--- src/rtl/uart_pkg.sv ---
// rtl/uart_pkg.sv - shared UART constants: parity_mode bit positions, FSM state encodings, parity helper
package uart_pkg;

  // parity_mode bit positions, also used by the receiver
  localparam int PM_EN_BIT  = 1;
  localparam int PM_ODD_BIT = 0;

  // frame state encodings, also used by the receiver
  typedef enum logic [2:0] {
    ST_IDLE   = 3'd0,
    ST_START  = 3'd1,
    ST_DATA   = 3'd2,
    ST_PARITY = 3'd3,
    ST_STOP   = 3'd4
  } uart_state_e;

  // even parity of the byte, inverted for odd mode
  function automatic logic parity_of(input logic [7:0] data, input logic odd);
    return (^data) ^ odd;
  endfunction

endpackage

--- src/rtl/uart_baud_tick.sv ---
// rtl/uart_baud_tick.sv - bit-period counter; tick marks the last clock of each bit
module uart_baud_tick #(
  parameter int CLK_DIV_WIDTH = 8
) (
  input  logic                     clk,
  input  logic                     resetb,
  input  logic [CLK_DIV_WIDTH-1:0] clk_div,
  input  logic                     restart,
  output logic                     tick
);

  localparam logic [CLK_DIV_WIDTH-1:0] ONE = CLK_DIV_WIDTH'(1);

  // Divisor in force for the current bit; reloaded only at bit boundaries so
  // a clk_div change mid-bit takes effect from the next bit onward.
  logic [CLK_DIV_WIDTH-1:0] r_div;
  logic [CLK_DIV_WIDTH-1:0] r_cnt;
  logic [CLK_DIV_WIDTH-1:0] w_last;

  // last count value of a bit; divisors 0 and 1 both mean a one-clock bit
  always_comb begin
    w_last = '0;
    if (r_div > ONE) begin
      w_last = r_div - ONE;
    end
  end

  assign tick = (r_cnt == w_last);

  // count clocks within a bit, reloading the divisor at each boundary or restart
  always_ff @(posedge clk or negedge resetb) begin
    if (!resetb) begin
      r_cnt <= '0;
      r_div <= '0;
    end else if (restart || tick) begin
      r_cnt <= '0;
      r_div <= clk_div;
    end else begin
      r_cnt <= r_cnt + ONE;
    end
  end

endmodule

--- src/rtl/uart_tx.sv ---
// rtl/uart_tx.sv - UART transmitter with one-byte holding register and optional parity
module uart_tx
  import uart_pkg::*;
#(
  parameter int   CLK_DIV_WIDTH = 8,
  parameter logic START_BIT     = 1'b0,
  parameter logic STOP_BIT      = 1'b1
) (
  input  logic                     clk,
  input  logic                     resetb,
  input  logic [CLK_DIV_WIDTH-1:0] clk_div,
  input  logic [1:0]               parity_mode,
  input  logic                     we,
  input  logic [7:0]               datai,
  output logic                     full,
  output logic                     overflow,
  output logic                     tx,
  output logic                     busy
);

  uart_state_e r_state;
  uart_state_e w_state_nxt;
  logic [7:0]  r_hold;
  logic [7:0]  r_shift;
  logic [7:0]  w_shift_nxt;
  logic [2:0]  r_bitcnt;
  logic [2:0]  w_bitcnt_nxt;
  logic        r_par_en;
  logic        w_par_en_nxt;
  logic        r_par_bit;
  logic        w_par_bit_nxt;
  logic        w_tx_nxt;
  logic        w_load;
  logic        w_tick;
  logic        w_accept;
  logic        w_full_nxt;
  logic        w_ovf_nxt;
  logic        w_busy_nxt;

  uart_baud_tick #(
    .CLK_DIV_WIDTH(CLK_DIV_WIDTH)
  ) u_baud (
    .clk     (clk),
    .resetb  (resetb),
    .clk_div (clk_div),
    .restart (w_load),
    .tick    (w_tick)
  );

  // Next-state and next-line-level logic. tx is registered, so each branch
  // computes the level the line takes for the bit that starts on this edge.
  always_comb begin
    w_state_nxt   = r_state;
    w_shift_nxt   = r_shift;
    w_bitcnt_nxt  = r_bitcnt;
    w_par_en_nxt  = r_par_en;
    w_par_bit_nxt = r_par_bit;
    w_tx_nxt      = tx;
    w_load        = 1'b0;

    case (r_state)
      ST_IDLE: begin
        w_tx_nxt = STOP_BIT;
        if (full) begin
          w_load = 1'b1;
        end
      end
      ST_START: begin
        if (w_tick) begin
          w_state_nxt  = ST_DATA;
          w_bitcnt_nxt = 3'd0;
          w_tx_nxt     = r_shift[0];
        end
      end
      ST_DATA: begin
        if (w_tick) begin
          if (r_bitcnt == 3'd7) begin
            if (r_par_en) begin
              w_state_nxt = ST_PARITY;
              w_tx_nxt    = r_par_bit;
            end else begin
              w_state_nxt = ST_STOP;
              w_tx_nxt    = STOP_BIT;
            end
          end else begin
            w_bitcnt_nxt = r_bitcnt + 3'd1;
            w_shift_nxt  = r_shift >> 1;
            w_tx_nxt     = r_shift[1];
          end
        end
      end
      ST_PARITY: begin
        if (w_tick) begin
          w_state_nxt = ST_STOP;
          w_tx_nxt    = STOP_BIT;
        end
      end
      ST_STOP: begin
        w_tx_nxt = STOP_BIT;
        if (w_tick) begin
          if (full) begin
            w_load = 1'b1;
          end else begin
            w_state_nxt = ST_IDLE;
          end
        end
      end
      default: begin
        w_state_nxt = ST_IDLE;
        w_tx_nxt    = STOP_BIT;
      end
    endcase

    // Frame start: shifter, parity setup and start bit all on the same edge,
    // which lets a pending byte follow the stop bit with no idle gap.
    if (w_load) begin
      w_state_nxt   = ST_START;
      w_shift_nxt   = r_hold;
      w_bitcnt_nxt  = 3'd0;
      w_par_en_nxt  = parity_mode[PM_EN_BIT];
      w_par_bit_nxt = parity_of(r_hold, parity_mode[PM_ODD_BIT]);
      w_tx_nxt      = START_BIT;
    end
  end

  // Holding-register handshake. A write on the edge that empties the holding
  // register is accepted, so full stays set for the new byte.
  always_comb begin
    w_accept   = we && (!full || w_load);
    w_ovf_nxt  = we && full && !w_load;
    w_full_nxt = full;
    if (w_accept) begin
      w_full_nxt = 1'b1;
    end else if (w_load) begin
      w_full_nxt = 1'b0;
    end
    w_busy_nxt = (w_state_nxt != ST_IDLE) || w_full_nxt;
  end

  // frame state, shifter and line register
  always_ff @(posedge clk or negedge resetb) begin
    if (!resetb) begin
      r_state   <= ST_IDLE;
      r_shift   <= '0;
      r_bitcnt  <= '0;
      r_par_en  <= 1'b0;
      r_par_bit <= 1'b0;
      tx        <= STOP_BIT;
    end else begin
      r_state   <= w_state_nxt;
      r_shift   <= w_shift_nxt;
      r_bitcnt  <= w_bitcnt_nxt;
      r_par_en  <= w_par_en_nxt;
      r_par_bit <= w_par_bit_nxt;
      tx        <= w_tx_nxt;
    end
  end

  // holding register and status flags
  always_ff @(posedge clk or negedge resetb) begin
    if (!resetb) begin
      r_hold   <= '0;
      full     <= 1'b0;
      overflow <= 1'b0;
      busy     <= 1'b0;
    end else begin
      if (w_accept) begin
        r_hold <= datai;
      end
      full     <= w_full_nxt;
      overflow <= w_ovf_nxt;
      busy     <= w_busy_nxt;
    end
  end

endmodule

--- config.mk ---
export PLATFORM = sky130hd
export DESIGN_NAME = uart_tx
export DESIGN_NICKNAME = d
export VERILOG_FILES = /design/src/rtl/uart_pkg.sv /design/src/rtl/uart_baud_tick.sv /design/src/rtl/uart_tx.sv
export SDC_FILE = /design/constraint.sdc
export NUM_CORES = 1
export LEC_CHECK = 0
export ABC_AREA = 1
export BUFFER_PORTS_ARGS = -buffer_cell sky130_fd_sc_hd__buf_2
export CORE_MARGIN = 4
export CORE_UTILIZATION = 32
export CTS_CLUSTER_SIZE = 20
export DETAILED_ROUTE_END_ITERATION = 8
export GPL_ROUTABILITY_DRIVEN = 1
export GPL_TIMING_DRIVEN = 0
export PLACE_DENSITY = 0.52
export SETUP_SLACK_MARGIN = 0.5
export SYNTH_ARGS = -nofsm -noshare
export SYNTH_HDL_FRONTEND = slang
export SYNTH_SLANG_ARGS = --single-unit
--- constraint.sdc ---
create_clock -name clk -period 4.55 [get_ports clk]
set_input_delay 0.91 -clock clk [delete_from_list [all_inputs] [get_ports clk]]
set_output_delay 0.91 -clock clk [all_outputs]
set_load 0.02 [all_outputs]
==> impl_metrics.env, run 1 <==
export IMPL_outcome="complete, no violations"
export IMPL_yosys_top_cells_area="dfrtp_1, nand2_1, nand3_1"
export IMPL_hp_start="r_par_bit"
export IMPL_dp_hpwl_mm=4.10
export IMPL_yosys_cell_count_top_type="nand2_1"
export IMPL_grt_pass1_vias=1970
export IMPL_initial_utilization_pct=33.3
export IMPL_die_w_um=98.1
export IMPL_syn_nets=358
export IMPL_worstSetupPathType="flip-flop to flip-flop"
export IMPL_postCtsHoldBufs=0
export IMPL_drive_gt1_share_pct=19.6
export IMPL_p_leak_nw=1.52
export IMPL_numCtsBuffers=5
export IMPL_h_tree_depth=2
export IMPL_grt_pass1_wl_mm=9.31
export IMPL_yosys_most_used_dff="dfrtp_1"
export IMPL_final_setup_viol_count=0
export IMPL_cts_setup_buffers=0
export IMPL_wl_per_cell_um=11.9
export IMPL_worstPathArrival_ns=2.69
export IMPL_synth_warnings=0
export IMPL_hold_class="flip-flop to flip-flop"
export IMPL_die_h_um=98.1
export IMPL_pwr_share_clk_pct=16.9
export IMPL_clk_latency_ns=0.30
export IMPL_fin_setup_tns_ns=0
export IMPL_fin_crit_ns=2.51
export IMPL_drt_total_wl_mm=5.53
export IMPL_syn_area_um2=2600
export IMPL_synth_area_per_cell_um2=7.82
export IMPL_hold_viol_final=0
export IMPL_r2r_end="busy"
export IMPL_nNetsFinal=388
export IMPL_regToRegSetupSlack_ns=2.04
export IMPL_max_cap_violations=0
export IMPL_timing_rr_start="u_baud.r_div[0]"
export IMPL_whs_ns=0.500
export IMPL_core_area_um2=7810
export IMPL_syn_inst=332
export IMPL_yosys_area_top_type="dfrtp_1"
export IMPL_p_sw_w=0.000819
export IMPL_post_route_period_util_pct=55.1
export IMPL_synth_distinct_cells=31
export IMPL_rows=32
export IMPL_pwr_share_seq_pct=35.6
export IMPL_drt_pass1_iter_count=4
export IMPL_cts_sinks=44
export IMPL_rsz0062_at_grt="no"
export IMPL_max_slew_margin_pct=32.5
export IMPL_drc=0
export IMPL_ant_nets=0
export IMPL_area_growth_pct=14.0
export IMPL_path_clk_slew_ns=0.09
export IMPL_via_per_inst=4.64
export IMPL_synth_top_cell_area_share_pct=41.4
export IMPL_yosys_top_cells_count="nand2_1, nand3_1, dfrtp_1, inv_1, nor2_1"
export IMPL_dieArea_um2=9620
export IMPL_required_ns=4.73
export IMPL_cts_buffer_depth=2
export IMPL_clock_skew_ns=0.00547
export IMPL_gp_congestion=0.773
export IMPL_min_to="r_par_bit"
export IMPL_ys_seq_area_share_pct=42.4
export IMPL_grt_max_degree=45
export IMPL_final_max_slew_violation_count=0
export IMPL_grt_use_total_pct=11.7
export IMPL_vias=2156
export IMPL_cp_end_kind="flip-flop"
export IMPL_p_sw_share_pct=42.9
export IMPL_rr_worst_depth=18
export IMPL_initialDrtViolationCount=96
export IMPL_fmax_ghz=0.399
export IMPL_cts_tree="built"
export IMPL_synth_edf_count=0
export IMPL_p_comb_share_pct=47.5
export IMPL_ios=25
export IMPL_async_flop_share_pct=100
export IMPL_powerDensity_nw_per_um2=644
export IMPL_cts_resized=0
export IMPL_antenna_cells=0
export IMPL_ir_drop_uv=241
export IMPL_overflow=0
export IMPL_hold_depth=2
export IMPL_worst_setup_path_start_kind="flip-flop"
export IMPL_synth_ff_latch_count=44
export IMPL_cts_root_buf="clkbuf_8"
export IMPL_worst_pin_slew_ns=1.01
export IMPL_cp_max_fo=10
export IMPL_p_int_w=0.00109
export IMPL_port_buffers=23
export IMPL_antenna_found_initial=0
==> layer usage <==
metal | share of wire [%] | routed length [um] | global-route usage (%) | vias up
met5 | 0 | 0 | 0 | -
met4 | 1.6 | 91 | 4.15 | 0
met3 | 2.7 | 150 | 1.93 | 4
met2 | 41 | 2290 | 16.5 | 27
met1 | 54 | 2990 | 18.0 | 987
li1 | - | - | - | 1138
==> cell families (layout without fill, tap and decap cells) <==
logic type | after synthesis | count (layout) | synth area share [%]
fa+ha+maj | 5 | 5 | 2.41
simple gates | 204 | 204 | 38.2
xor+xnor | 11 | 11 | 3.71
buf+inv | 46 | 77 | 8.33
compound gates | 22 | 22 | 4.87
flops | 44 | 44 | 42.4
==> critical path: stages, from the launching register on <==
cell	delay [ns]
dfrtp_1	0.40
inv_2	0.10
ha_1	0.25
nor2_1	0.15
nor2_2	0.07
nand2_4	0.11
buf_6	0.16
nand3_2	0.06
nand2_1	0.10
nand2_1	0.07
nor2_2	0.14
nand3_4	0.16
nand2_4	0.14
nand2_4	0.09
nand2_4	0.09
buf_6	0.14
nand2_4	0.05
clkinv_1	0.04
nand3_1	0.07
==> power by group through the flow <==
| stage | sequential, W | combinational (W) | clock, W |
|---|---|---|---|
| detailed placement | 0.000685 | 0.000910 | 0 |
| global placement | 0.000683 | 0.000894 | 0 |
| CTS | 0.000678 | 0.000913 | 0.000334 |
| floorplan | 0.000667 | 0.000736 | 0 |
| global route | 0.000699 | 0.00102 | 0.000346 |
| finish | 0.000679 | 0.000905 | 0.000322 |
==> through the flow <==
stage	util (%)	cell area, um^2	setup slack, ns	std cells	total power, W
4_1_cts	37.9	2960	2.03	465	0.00193
3_5_place_dp	36.4	2840	2.06	457	0.00160
3_3_place_gp	36.4	2840	2.07	457	0.00158
6_report	37.9	2960	2.04	465	0.00191
2_1_floorplan	-	2600	2.35	332	0.00140
5_1_grt	37.9	2960	1.82	465	0.00207
==> cell usage in the layout, fill, tap and decap left out, types with 2 or more instances in the layout <==
cell type and n:
clkbuf_8 6, o21ai_2 2, dfrtp_1 43, ha_1 5, buf_2 25, a21oi_1 2, nand3_1 53, o21ai_0 5
nor3b_2 3, nor2_1 27, nor2_2 4, o21ai_1 10, nand4_1 7, nand2_1 90, inv_1 30, inv_2 7
xor2_1 6, nand2_4 7, buf_6 5, nand2_2 3, nand3_2 3, nor3_1 4, xnor2_1 5
==> layout make-up <==
class                           instances  area (um^2)
Buffer                                  8         73.8
Clock buffer                            6         82.6
Clock inverter                          2         38.8
Fill cell                             827         4850
Inverter                               38          143
Multi-Input combinational cell        242         1280
Sequential cell                        44         1100
Tap cell                              102          128
Timing Repair Buffer                   23          115
==> state kept, by name, indices dropped and copies added, names as in the netlist <==
register      flops
overflow          1
r_par_en          1
tx                1
r_bitcnt          3
r_par_bit         1
r_hold            8
busy              1
r_state           3
full              1
r_shift           8
u_baud.r_div      8
u_baud.r_cnt      8
==> how the worst max path moves through the flow <==
| stage | from | slack, ns | depth (start not counted) | endpoint |
|---|---|---|---|---|
| global route | u_baud.r_div[0] | 1.82 | 17 | u_baud.r_div[4] |
| detailed placement | u_baud.r_div[0] | 2.06 | 16 | u_baud.r_cnt[5] |
| global placement | u_baud.r_div[0] | 2.07 | 16 | u_baud.r_cnt[5] |
| finish | u_baud.r_div[0] | 2.04 | 18 | busy |
| floorplan | u_baud.r_div[0] | 2.35 | 17 | busy |
| CTS | u_baud.r_div[0] | 2.03 | 16 | u_baud.r_cnt[5] |
(Power assumes the default switching activity.)
==> run 2: changes to the inputs <==
- PLACE_DENSITY: 0.52 -> 0.54
- clock period: 4.55 -> 2.15 ns (I/O delays scaled with it)
==> run 2 against run 1 <==
Compared with the run above: the run now ends with negative setup slack left; register-to-register slack worse by 2.2 ns; critical path type unchanged; worst setup slack worse by 2.2 ns; die area unchanged; count of clock-buffer cells in the layout unchanged; highest routed layer unchanged.
==> impl_metrics.env, run 2 (synthesized netlist as in run 1, its figures left out) <==
export IMPL_outcome="finished, violations left"
export IMPL_violations="negative setup slack"
export IMPL_post_route_period_util_pct=107
export IMPL_drt_pass1_iter_count=4
export IMPL_fmax_ghz=0.436
export IMPL_postCtsHoldBufs=0
export IMPL_pwr_share_clk_pct=14.4
export IMPL_grt_max_degree=45
export IMPL_final_common_cell="nand2_1"
export IMPL_final_setup_viol_count=41
export IMPL_required_ns=2.38
export IMPL_r2r_end="u_baud.r_cnt[3]"
export IMPL_dp_hpwl_mm=4.08
export IMPL_cp_end_kind="flip-flop"
export IMPL_startpoint="u_baud.r_div[1]"
export IMPL_critPathMostFrequentCell="nor2_4"
export IMPL_final_max_slew_violation_count=0
export IMPL_fin_crit_ns=2.30
export IMPL_nNetsFinal=411
export IMPL_fin_setup_tns_ns=-3.02
export IMPL_overflow=0
export IMPL_crit_path_top_delay_cell="dfrtp_1"
export IMPL_drc=0
export IMPL_max_cap_violations=0
export IMPL_powerDensity_nw_per_um2=1410
export IMPL_p_leak_nw=1.71
export IMPL_cts_sinks=44
export IMPL_p_int_w=0.00272
export IMPL_pwr_share_seq_pct=30.7
export IMPL_die_w_um=98.1
export IMPL_final_cells=488
export IMPL_drive_gt1_share_pct=33.2
export IMPL_rsz0062_at_grt="yes"
export IMPL_antenna_found_initial=0
export IMPL_use_met3_pct=2.79
export IMPL_cts_tree="built"
export IMPL_timing_rr_start="u_baud.r_div[1]"
export IMPL_cts_buffer_depth=2
export IMPL_worst_pin_slew_ns=1.03
export IMPL_core_area_um2=7810
export IMPL_rows=32
export IMPL_rr_worst_depth=17
export IMPL_worstSetupPathType="flip-flop to flip-flop"
export IMPL_hold_class="input port to async pin"
export IMPL_post_route_util_pct=43.5
export IMPL_initialDrtViolationCount=144
export IMPL_hold_viol_final=0
export IMPL_regToRegSetupSlack_ns=-0.15
export IMPL_ir_drop_uv=473
export IMPL_grt_busiest_layer="met2"
export IMPL_crit_end="u_baud.r_cnt[3]"
export IMPL_use_met2_pct=19.1
export IMPL_die_h_um=98.1
export IMPL_area_growth_pct=30.7
export IMPL_port_buffers=23
export IMPL_p_sw_w=0.00205
export IMPL_ant_nets=0
export IMPL_layout_setup_ws_ns=-0.146
export IMPL_ios=25
export IMPL_initial_utilization_pct=33.3
export IMPL_cp_max_fo=6
export IMPL_grt_pass1_vias=2153
export IMPL_path_clk_slew_ns=0.08
export IMPL_grtUsageMet1_pct=18.9
export IMPL_dieArea_um2=9620
export IMPL_clk_latency_ns=0.30
export IMPL_p_sw_share_pct=43.1
export IMPL_max_stage_delay_ns=0.40
export IMPL_wl_per_cell_um=12.7
export IMPL_max_slew_margin_pct=31.1
export IMPL_crit_chain="inv_2 -> ha_4 -> nor2_4 -> nor2_4 -> nand2_4 -> buf_4 -> nand3_1 -> nand2_1 -> nand2_2 -> nor2_4 -> nand3_4 -> nand2_4 -> nand2_8 -> nand2_8 -> buf_12 -> buf_12 -> nor3b_4"
export IMPL_h_tree_depth=2
export IMPL_grt_pass1_wl_mm=10.1
export IMPL_clock_skew_ns=0.00494
export IMPL_pre_cts_ws_ns=-0.275
export IMPL_worst_setup_path_start_kind="flip-flop"
export IMPL_numCtsBuffers=5
export IMPL_antenna_cells=0
export IMPL_place_inst=457
export IMPL_drt_total_wl_mm=6.22
export IMPL_gp_congestion=0.772
export IMPL_grt_use_total_pct=13.0
export IMPL_most_common_layout_cells="nand2_1, nand3_1, dfrtp_1, inv_1, buf_2"
export IMPL_worstPathArrival_ns=2.52
export IMPL_cts_root_buf="clkbuf_8"
export IMPL_p_comb_share_pct=54.9
export IMPL_vias=2303
export IMPL_via_per_inst=4.72
==> run 2: cell types whose count changed in the layout (fill, tap and decap cells not counted), moves of 5 or more <==
cell / change
nand2_2: +5
buf_4: +14
nand2_1: -7
nand3_2: +5
o21ai_2: +8
o21ai_1: -6
nand3_1: -5
nor2_4: +5
nor2_1: -7
==> run 2: critical path, delay by kind of cell (launching register included) <==
kind,cells,cell delay (ns)
adder cells (fa/ha/maj),1,0.19
buffers and inverters,4,0.53
flip-flops,1,0.40
AND/OR/NAND/NOR,12,1.09
==> run 2: layout make-up <==
type	count	area [um^2]
clock inverters	2	38.8
repair buffers	45	332
multi-input cells	243	1470
clock buffers	6	82.6
well taps	102	128
fillers	798	4410
flip-flops and latches	44	1100
inverters	38	148
plain buffers	8	93.8
==> run 2: how the worst min path moves through the flow <==
stage | startpoint | to | slack [ns] | depth (start not counted)
after global routing | clk_div[1] | u_baud.r_div[1] | 0.33 | 3
final | resetb | u_baud.r_div[1] | 0.30 | 1
after CTS | resetb | u_baud.r_div[1] | 0.32 | 1
after detailed placement | tx | tx | 0.49 | 2
after floorplan | resetb | busy | 0.13 | 0
after global placement | r_shift[7] | r_shift[7] | 0.49 | 2
==> run 2: repair_timing <==
| action | in CTS | in global routing |
|---|---|---|
| pin swaps | 7 | 5 |
| cloned | 4 | 0 |
| gates resized for setup | 22 | 39 |
| buffers inserted | 14 | 5 |
| setup endpoints to repair | 44 | 44 |
==> run 2: metrics by stage <==
step / instance area [um^2] / hold slack, ns / total power (W)
6_report: 3390 / 0.304 / 0.00477
5_1_grt: 3390 / 0.332 / 0.00514
4_1_cts: 3240 / 0.316 / 0.00446
3_5_place_dp: 2860 / 0.492 / 0.00341
3_3_place_gp: 2860 / 0.492 / 0.00337
2_1_floorplan: 2610 / 0.134 / 0.00300
==> run 2: power groups by stage <==
stage	clock, W	combinational, W	sequential [W]
after floorplan	0	0.00159	0.00141
after global routing	0.000738	0.00289	0.00151
after global placement	0	0.00192	0.00145
after detailed placement	0	0.00196	0.00145
after CTS	0.000709	0.00230	0.00145
final	0.000686	0.00262	0.00147
==> run 2: per-layer routing <==
layer / wire, um / share of wire (%)
met3: 252 / 4.1
met1: 3160 / 51
met4: 83 / 1.3
met2: 2730 / 44
met5: 0 / 0
==> run 3: changes to the inputs <==
- CTS_BUF_LIST: unset -> sky130_fd_sc_hd__clkbuf_4
==> run 3 against run 2 <==
Compared with the run above: the flow still finishes with violations (negative setup slack); die area stayed put; critical path type unchanged; worst setup slack better by 0.0068 ns; sequential power hardly changed.
==> impl_metrics.env, run 3 (synthesized netlist as in run 1, its figures left out) <==
export IMPL_cts_root_buf="clkbuf_4"
export IMPL_worst_pin_slew_ns=0.999
export IMPL_violations="negative setup slack"
export IMPL_core_area_um2=7810
export IMPL_pwr_share_seq_pct=33.0
export IMPL_vias=2305
export IMPL_cts_sinks=44
export IMPL_startpoint="u_baud.r_div[1]"
export IMPL_die_h_um=98.1
export IMPL_most_common_layout_cells="nand2_1, nand3_1, dfrtp_1, inv_1, buf_2"
export IMPL_die_w_um=98.1
export IMPL_initialDrtViolationCount=178
export IMPL_finalPower_w=0.00440
export IMPL_ios=25
export IMPL_area_growth_pct=25.0
export IMPL_outcome="finished, violations left"
export IMPL_drt_pass1_iter_count=4
export IMPL_worstPathArrival_ns=2.58
export IMPL_final_common_cell="nand2_1"
export IMPL_numCtsBuffers=5
export IMPL_final_setup_viol_count=40
export IMPL_antenna_cells=0
export IMPL_ant_nets=0
export IMPL_multiInputGateArea_um2=1410
export IMPL_dp_hpwl_mm=4.08
export IMPL_r2r_end="u_baud.r_cnt[2]"
export IMPL_final_seq_area_um2=1100
export IMPL_rr_worst_depth=17
export IMPL_nNetsFinal=405
export IMPL_p_sw_w=0.00196
export IMPL_h_tree_depth=2
export IMPL_path_clk_slew_ns=0.14
export IMPL_worstSetupPathType="flip-flop to flip-flop"
export IMPL_port_buffers=23
export IMPL_powerDensity_nw_per_um2=1360
export IMPL_drive_gt1_share_pct=28.7
export IMPL_required_ns=2.44
export IMPL_layout_setup_ws_ns=-0.139
export IMPL_antenna_found_initial=0
export IMPL_p_sw_share_pct=44.5
export IMPL_p_int_w=0.00244
export IMPL_fmax_ghz=0.437
export IMPL_p_leak_nw=1.64
export IMPL_clock_skew_ns=0.0111
export IMPL_wl_per_cell_um=12.7
export IMPL_post_route_period_util_pct=106
export IMPL_postCtsHoldBufs=0
export IMPL_drt_total_wl_mm=6.13
export IMPL_hold_class="input port to async pin"
export IMPL_cp_max_fo=5
export IMPL_ir_drop_uv=435
export IMPL_p_comb_share_pct=54.8
export IMPL_grt_pass1_wl_mm=9.80
export IMPL_grt_max_degree=45
export IMPL_timing_rr_start="u_baud.r_div[1]"
export IMPL_grt_use_total_pct=12.6
export IMPL_drc=0
export IMPL_pre_cts_ws_ns=-0.275
export IMPL_via_per_inst=4.78
export IMPL_hold_viol_final=0
export IMPL_cts_tree="built"
export IMPL_clk_latency_ns=0.36
export IMPL_grt_pass1_vias=2057
export IMPL_cts_buffer_depth=2
export IMPL_pwr_share_clk_pct=12.2
export IMPL_overflow=0
export IMPL_final_max_slew_violation_count=0
export IMPL_regToRegSetupSlack_ns=-0.14
export IMPL_gp_congestion=0.772
export IMPL_max_slew_margin_pct=33.4
export IMPL_worst_setup_path_start_kind="flip-flop"
export IMPL_cp_end_kind="flip-flop"
export IMPL_max_cap_violations=0
export IMPL_rsz0062_at_grt="yes"
export IMPL_fin_crit_ns=2.29
export IMPL_dieArea_um2=9620
export IMPL_fillCellCount=809
export IMPL_initial_utilization_pct=33.3
export IMPL_rows=32
==> run 3: cell types whose count changed in the layout (fill, tap and decap cells not counted), sizes merged <==
cell	delta
clkbuf	-1
clkinv	+1
buf	-6
==> run 3: per-stage QoR <==
| stage | TNS, ns | area [um^2] | instances | hold WS (ns) | utilization [%] |
|---|---|---|---|---|---|
| after floorplan | 0 | 2610 | 332 | 0.134 | - |
| after global placement | -8.02 | 2860 | 457 | 0.492 | 36.6 |
| after detailed placement | -8.93 | 2860 | 457 | 0.492 | 36.6 |
| after CTS | -1.69 | 3130 | 477 | 0.237 | 40.0 |
| after global routing | -7.59 | 3250 | 482 | 0.277 | 41.6 |
| final | -3.10 | 3250 | 482 | 0.214 | 41.6 |
==> run 3: power by group through the flow <==
stage	combinational, W	sequential (W)	clock, W
2_1_floorplan	0.00159	0.00141	0
3_3_place_gp	0.00192	0.00145	0
3_5_place_dp	0.00196	0.00145	0
4_1_cts	0.00218	0.00145	0.000555
5_1_grt	0.00269	0.00150	0.000579
6_report	0.00241	0.00145	0.000536
==> run 3: worst max-delay path, stage by stage (launching register included) <==
cell     delay, ns
dfrtp_1       0.41
inv_2         0.13
ha_4          0.18
nor2_4        0.04
nor2_4        0.14
nand2_4       0.10
buf_6         0.15
nand3_2       0.05
nand2_1       0.09
nand2_1       0.08
nor2_2        0.06
nand3_4       0.12
nand2_4       0.08
nand2_8       0.09
nand2_8       0.08
buf_12        0.13
buf_16        0.13
nor3b_2       0.15
==> run 3: what timing repair did <==
action,in CTS,in global routing
resized for setup,18,20
buffers inserted,9,5
pin swaps,6,7
gates cloned,3,0
endpoints found under the setup margin,44,44
==> run 3: layout make-up <==
type	instances	area share (%)
multi-input cells	243	43.5
flip-flops and latches	44	34.0
repair buffers	39	8.75
inverters	38	4.55
well taps	102	3.93
plain buffers	8	2.77
clock inverters	3	1.31
clock buffers	5	1.16
==> run 3: worst max path at each step <==
stage | to | slack (ns) | cells after the start
final | u_baud.r_cnt[2] | -0.14 | 17
after global routing | u_baud.r_cnt[3] | -0.24 | 17
after CTS | u_baud.r_cnt[2] | -0.12 | 16
after detailed placement | u_baud.r_cnt[5] | -0.27 | 16
after global placement | u_baud.r_cnt[5] | -0.25 | 16
after floorplan | busy | 0.04 | 17
==> run 3: per-layer routing <==
metal | part of all wire (%) | track usage, %
met1 | 50 | 18.6
met2 | 44 | 18.3
met3 | 4.7 | 2.36
met4 | 1.3 | 4.15
met5 | 0 | 0
